## src/rtl/simon_kexp_arb.sv

```systemverilog
// simon_kexp_arb: round-robin arbiter that shares one simon_kexp key expander
// between NUM_REQ round engines. It accepts a key, restarts and loads the
// expander, waits for expansion, then grants the owner exclusive read access
// until the owner releases it.
// Optional feature: define SIMON_KEXP_CACHE_EN to keep a {mode, key} tag of the
// last successful expansion. A matching request then goes straight to GRANT.
module simon_kexp_arb #(
  parameter int unsigned NUM_REQ         = 4,
  parameter int unsigned SIMON_KEY_WIDTH = 128,
  parameter int unsigned TIMEOUT_CYCLES  = 512
) (
  input  logic                               ck,
  input  logic                               nrst,
  input  logic [NUM_REQ-1:0]                 req_valid,
  input  logic [NUM_REQ-1:0]                 req_mode,
  input  logic [NUM_REQ*SIMON_KEY_WIDTH-1:0] req_key,
  input  logic [NUM_REQ-1:0]                 req_release,
  output logic [NUM_REQ-1:0]                 req_ack,
  output logic [NUM_REQ-1:0]                 grant,
  output logic                               err,
  output logic                               kexp_nrst,
  output logic                               kexp_mode,
  output logic [SIMON_KEY_WIDTH-1:0]         kexp_key,
  output logic                               kexp_k_valid,
  input  logic                               kexp_k_ready,
  input  logic                               kexp_exp_valid
);

  localparam int unsigned PTR_W = $clog2(NUM_REQ);
  localparam int unsigned CNT_W = $clog2(TIMEOUT_CYCLES);
  localparam logic [CNT_W-1:0] CNT_LAST = CNT_W'(TIMEOUT_CYCLES - 1);

  typedef enum logic [2:0] {
    S_IDLE,
    S_FLUSH,
    S_LOAD,
    S_WAIT,
    S_GRANT
  } state_t;

  state_t                     state, state_d;
  logic [PTR_W-1:0]           rr_ptr, rr_ptr_d;
  logic [PTR_W-1:0]           owner, owner_d;
  logic [CNT_W-1:0]           cnt, cnt_d, cnt_inc;
  logic [NUM_REQ-1:0]         req_ack_d, grant_d;
  logic                       err_d, kexp_nrst_d, kexp_mode_d, kexp_k_valid_d;
  logic [SIMON_KEY_WIDTH-1:0] kexp_key_d;

  logic                       win_found;
  logic [PTR_W-1:0]           win_idx;
  int unsigned                cand;
  logic [SIMON_KEY_WIDTH-1:0] win_key;
  logic                       win_mode;
  logic [NUM_REQ-1:0]         win_oh, owner_oh;
  logic                       own_rel;

  assign cnt_inc = cnt + CNT_W'(1);

  // Round-robin winner: first set req_valid bit at or above rr_ptr, with wrap
  always_comb begin
    win_found = 1'b0;
    win_idx   = '0;
    cand      = 0;
    for (int unsigned i = 0; i < NUM_REQ; i++) begin
      cand = 32'(rr_ptr) + i;
      if (cand >= NUM_REQ) cand = cand - NUM_REQ;
      if (!win_found && req_valid[PTR_W'(cand)]) begin
        win_found = 1'b1;
        win_idx   = PTR_W'(cand);
      end
    end
  end

  // Winner payload, one-hot decodes and owner release detection
  always_comb begin
    win_key  = '0;
    win_mode = 1'b0;
    win_oh   = '0;
    owner_oh = '0;
    own_rel  = 1'b0;
    for (int unsigned i = 0; i < NUM_REQ; i++) begin
      win_oh[i]   = (win_idx == PTR_W'(i));
      owner_oh[i] = (owner == PTR_W'(i));
      own_rel     = own_rel | (owner_oh[i] & req_release[i]);
      if (win_oh[i]) begin
        win_key  = req_key[i*SIMON_KEY_WIDTH +: SIMON_KEY_WIDTH];
        win_mode = req_mode[i];
      end
    end
  end

`ifdef SIMON_KEXP_CACHE_EN
  logic                       tag_valid, tag_mode, tag_set, tag_clr, tag_hit;
  logic [SIMON_KEY_WIDTH-1:0] tag_key;

  assign tag_hit = tag_valid && (tag_mode == win_mode) && (tag_key == win_key);

  // Tag of the expansion currently parked in the expander
  always_ff @(posedge ck or negedge nrst) begin
    if (!nrst) begin
      tag_valid <= 1'b0;
      tag_mode  <= 1'b0;
      tag_key   <= '0;
    end else if (tag_clr) begin
      tag_valid <= 1'b0;
    end else if (tag_set) begin
      tag_valid <= 1'b1;
      tag_mode  <= kexp_mode;
      tag_key   <= kexp_key;
    end
  end
`endif

  // Next-state and next-output logic; all outputs leave through registers
  always_comb begin
    state_d        = state;
    rr_ptr_d       = rr_ptr;
    owner_d        = owner;
    cnt_d          = cnt;
    req_ack_d      = '0;
    grant_d        = '0;
    err_d          = 1'b0;
    kexp_nrst_d    = 1'b1;
    kexp_mode_d    = kexp_mode;
    kexp_key_d     = kexp_key;
    kexp_k_valid_d = 1'b0;
`ifdef SIMON_KEXP_CACHE_EN
    tag_set        = 1'b0;
    tag_clr        = 1'b0;
`endif
    unique case (state)
      S_IDLE: begin
        if (win_found) begin
          kexp_key_d  = win_key;
          kexp_mode_d = win_mode;
          req_ack_d   = win_oh;
          owner_d     = win_idx;
          rr_ptr_d    = (win_idx == PTR_W'(NUM_REQ - 1)) ? '0 : win_idx + PTR_W'(1);
`ifdef SIMON_KEXP_CACHE_EN
          state_d     = tag_hit ? S_GRANT : S_FLUSH;
`else
          state_d     = S_FLUSH;
`endif
        end
      end
      S_FLUSH: begin
        kexp_nrst_d = 1'b0;
        state_d     = S_LOAD;
      end
      S_LOAD: begin
        if (kexp_k_valid && kexp_k_ready) begin
          cnt_d   = '0;
          state_d = S_WAIT;
        end else begin
          kexp_k_valid_d = 1'b1;
        end
      end
      S_WAIT: begin
        cnt_d = cnt_inc;
        if (kexp_exp_valid) begin
          grant_d = owner_oh;
          state_d = S_GRANT;
`ifdef SIMON_KEXP_CACHE_EN
          tag_set = 1'b1;
`endif
        end else if (cnt_inc == CNT_LAST) begin
          err_d       = 1'b1;
          kexp_nrst_d = 1'b0;
          state_d     = S_IDLE;
`ifdef SIMON_KEXP_CACHE_EN
          tag_clr     = 1'b1;
`endif
        end
      end
      S_GRANT: begin
        if (own_rel) begin
          state_d = S_IDLE;
        end else begin
          grant_d = owner_oh;
        end
      end
      default: state_d = S_IDLE;
    endcase
  end

  // State and output registers
  always_ff @(posedge ck or negedge nrst) begin
    if (!nrst) begin
      state        <= S_IDLE;
      rr_ptr       <= '0;
      owner        <= '0;
      cnt          <= '0;
      req_ack      <= '0;
      grant        <= '0;
      err          <= 1'b0;
      kexp_nrst    <= 1'b0;
      kexp_mode    <= 1'b0;
      kexp_key     <= '0;
      kexp_k_valid <= 1'b0;
    end else begin
      state        <= state_d;
      rr_ptr       <= rr_ptr_d;
      owner        <= owner_d;
      cnt          <= cnt_d;
      req_ack      <= req_ack_d;
      grant        <= grant_d;
      err          <= err_d;
      kexp_nrst    <= kexp_nrst_d;
      kexp_mode    <= kexp_mode_d;
      kexp_key     <= kexp_key_d;
      kexp_k_valid <= kexp_k_valid_d;
    end
  end

endmodule

```

## config.mk

```make
export PLATFORM = sky130hd
export DESIGN_NAME = simon_kexp_arb
export DESIGN_NICKNAME = d
export VERILOG_FILES = /design/src/rtl/simon_kexp_arb.sv
export SDC_FILE = /design/constraint.sdc
export NUM_CORES = 1
export LEC_CHECK = 0
export ABC_CLOCK_PERIOD_IN_PS = 2460
export CAP_MARGIN = 20
export CORE_AREA = 5 5 255 257
export DETAILED_ROUTE_END_ITERATION = 7
export DIE_AREA = 0 0 260 262
export GPL_TIMING_DRIVEN = 1
export PLACE_DENSITY = 0.47
export SETUP_SLACK_MARGIN = 0.1
export SLEW_MARGIN = 15
export SYNTH_ARGS = -nofsm -noshare
export SYNTH_HDL_FRONTEND = slang
export SYNTH_SLANG_ARGS = --single-unit
export TNS_END_PERCENT = 1
```

## constraint.sdc

```tcl
create_clock -name ck -period 2.46 [get_ports ck]
set_input_delay 0.246 -clock ck [delete_from_list [all_inputs] [get_ports ck]]
set_output_delay 0.246 -clock ck [all_outputs]
set_load 0.05 [all_outputs]
```

==> impl_metrics.tcl <==
set metrics [dict create \
    dp_hpwl_um 43650 \
    syn_nets 1842 \
    cts_buffers 17 \
    fmax_mhz 402.6 \
    synth_cells 1308 \
    cts.reportedPaths.clkPinSlew_ps 70 \
    dr.pass1.iters 5 \
    nFillCells 6658 \
    grt_setup_unrepaired "true" \
    hold_viol_final 0 \
    first_global_vias 12876 \
    drcViolationCount 0 \
    yosysSeqAreaShare 0.3780 \
    tightest_slew_ps 717.6 \
    period_minus_slack_ps 2484 \
    cts_tree "yes" \
    synth_area_per_cell_um2 7.896 \
    start_util 0.1652 \
    power.density_nw_per_um2 1242 \
    fin_cells 2858 \
    dp.cells 2810 \
    violations "setup timing" \
    crit_path_end_kind "flop" \
    io_pins 668 \
    wl_um 56100 \
    wl_met2_um 27390 \
    drt-met1-wl_um 23020 \
    worst_slack_ps -23.92 \
    hp-class "input port to asynchronous set/reset pin" \
    numClockSinks 156 \
    timing.final.crit_share 1.010 \
    gp_congestion 0.9138 \
    insertion_delay_ps 470 \
    num_rows 92 \
    critPathArrivalTime_ps 2890 \
    p_comb_frac 0.698 \
    track_usage 0.1553 \
    vias 12627 \
    top_layer "met4" \
    grt_max_degree 49 \
    p_int_mw 12.46 \
    ys.flop_type "dfrtp_1" \
    p_leak_nw 7.116 \
    cts_max_level 4 \
    drt-initial-drc-count 684 \
    slew_violations 0 \
    area_growth_pct 91.98 \
    overflow 0 \
    setup_viol 4 \
    cts-root-buf "clkbuf_16" \
    r2r_start "rr_ptr[1]$_DFFE_PN0P_" \
    synth_seq_cells 156 \
    mostFrequentLayoutCell "clkdlybuf4s50_1" \
    antenna_found_initial 2 \
    cp_max_fo 8 \
    wl_met3_um 4315 \
    required_ps 2870 \
    clockBufferDepth 2 \
    cap_violations 0 \
    yosys_warnings 0 \
    nets 2532 \
    p_clk_frac 0.113 \
    power_switching_share 0.4938 \
    die-height_um 262 \
    share_seq_of_total_power 0.190 \
    skew_ps 13.55 \
    crit_type "flop to flop" \
    final_cell_mix "clkdlybuf4s50_1 (666), nand2_1 (272), a21oi_1 (246)" \
    place_ws_ps -350.1 \
    synth_edf_count 0 \
    wl_per_cell_um 19.63 \
    die-area_um2 68120 \
    vias_per_cell 4.418 \
    cp-start-kind "flop" \
    async_reset_ff_frac 1.000 \
    fin_setup_tns_ps -43.02 \
    die_w_um 260 \
    irDropWorstVdd_v 0.0005026 \
    drive_gt1_frac 0.09995 \
    antenna_left 0 \
    grt_pass1_wl_um 80050 \
    synth.cell_area_um2 10330 \
    coreArea_um2 62500 \
    max_slew_margin 0.5201 \
    yosysUniqueCellTypes 47 \
    switchingPower_mw 12.16 \
    outcome "complete, but fails checks" \
    port_buffers 667 \
    totalPowerFinal_mw 24.62 \
    crit_start "rr_ptr[1]$_DFFE_PN0P_" \
]
kinds of logic (layout without fill, tap and decap cells):
kind of cell | Yosys count | count (layout) | synth area share
AOI/OAI and AO/OA | 549 | 549 | 0.3323
and+or+nand+nor | 456 | 456 | 0.2262
DFF | 156 | 156 | 0.3780
buffers and inverters | 138 | 841 | 0.05222
adders and majority gates | 6 | 6 | 0.007269
muxes | 2 | 2 | 0.003150
xor gates and xnor gates | 1 | 1 | 0.0008482
other | 0 | 1 | 0
worst paths after layout:
check                                       endpoint  slack [ps]  depth (start not counted)
setup / recovery            kexp_key[60]$_DFFE_PN0P_         -20                         14
hold / removal              kexp_key[19]$_DFFE_PN0P_         340                          2
setup reg to reg            kexp_key[60]$_DFFE_PN0P_         -20                         14
hold reg to reg             kexp_key[52]$_DFFE_PN0P_         490                          1
max in group asynchronous      rr_ptr[1]$_DFFE_PN0P_        1430                          3
min in group ck            kexp_key[109]$_DFFE_PN0P_         440                          4
flip-flops by register name (all words and copies together), names as in the netlist:
signal and flops:
grant 4, state 3, err 1, kexp_key 128, kexp_nrst 1, kexp_k_valid 1
req_ack 4, cnt 9, kexp_mode 1, rr_ptr 2, owner 2
power groups by stage:
stage / registers (mW) / logic (mW) / clock network (mW)
3_3_place_gp: 4.71 / 16.5 / 0
3_5_place_dp: 4.73 / 16.6 / 0
4_1_cts: 4.71 / 17.3 / 2.91
6_report: 4.67 / 17.2 / 2.77
5_1_grt: 4.86 / 18.3 / 3.01
2_1_floorplan: 8.49 / 5.92 / 0
per-stage QoR:
stage / hold WS, ps / utilization / area (um2)
finish: 335.9 / 0.3172 / 19830
global route: 356.0 / 0.3172 / 19820
CTS: 319.0 / 0.3164 / 19780
detailed placement: 284.9 / 0.3011 / 18820
global placement: 269.7 / 0.3011 / 18820
floorplan: -49.59 / - / 10330
timing repair:
action                                  in CTS  in global routing
hold endpoints to repair                    41                  0
endpoints found under the setup margin      63                127
resized for setup                           26                  8
pin swaps                                   12                 11
hold buffers                                 1                  0
cloned                                       6                  2
setup buffers                                6                  1
final cells by class:
class	instances	area (um2)	share of cell area
repair buffers	803	8233	0.4152
clock buffers	21	460.4	0.02322
diodes	1	2.502	0.0001262
flip-flops and latches	156	3905	0.1970
clock inverters	11	131.4	0.006626
multi-input cells	1014	6013	0.3033
inverters	6	22.52	0.001136
well taps	846	1059	0.05339
worst max-delay path: stages, from the launching register on:
cell	delay, ps
dfrtp_2	450
nand2b_4	160
a21oi_2	140
a211oi_2	50
buf_4	150
ha_4	150
buf_12	150
buf_16	160
buf_12	150
buf_6	130
nand3b_1	170
a21oi_1	150
a21oi_1	60
o211ai_1	180
o21a_1	140
Yosys cell counts, types with 2 or more instances:
library cell / instances / area [um2]
nand3_1: 6 / 30.03
a31oi_1: 3 / 18.77
ha_1: 6 / 75.07
dfrtp_1: 156 / 3904
and2_1: 5 / 31.28
buf_2: 11 / 55.05
nor2b_1: 3 / 18.77
nor2_1: 14 / 52.55
nand2b_1: 3 / 18.77
o21a_1: 127 / 953.4
nor4_2: 2 / 25.02
a21oi_1: 261 / 1306
a221oi_1: 2 / 17.52
o21ai_0: 15 / 75.07
nand3b_1: 128 / 960.9
nor3b_1: 2 / 15.01
o211ai_1: 127 / 953.4
o41ai_1: 2 / 17.52
nor3_1: 4 / 20.02
nand2_1: 272 / 1021
and3_1: 4 / 25.02
inv_1: 6 / 22.52
or3_1: 2 / 12.51
o21ai_1: 2 / 10.01
or4_1: 2 / 15.01
clkbuf_1: 109 / 409.1
o31ai_1: 4 / 30.03
buf_1: 11 / 41.29
metal layers:
metal,vias to the layer above,global-route usage
met4,0,0.05049
met2,511,0.2610
met1,5939,0.1902
li1,6101,-
met3,76,0.04910
met5,-,0
Power figures use the tool's default switching activity.
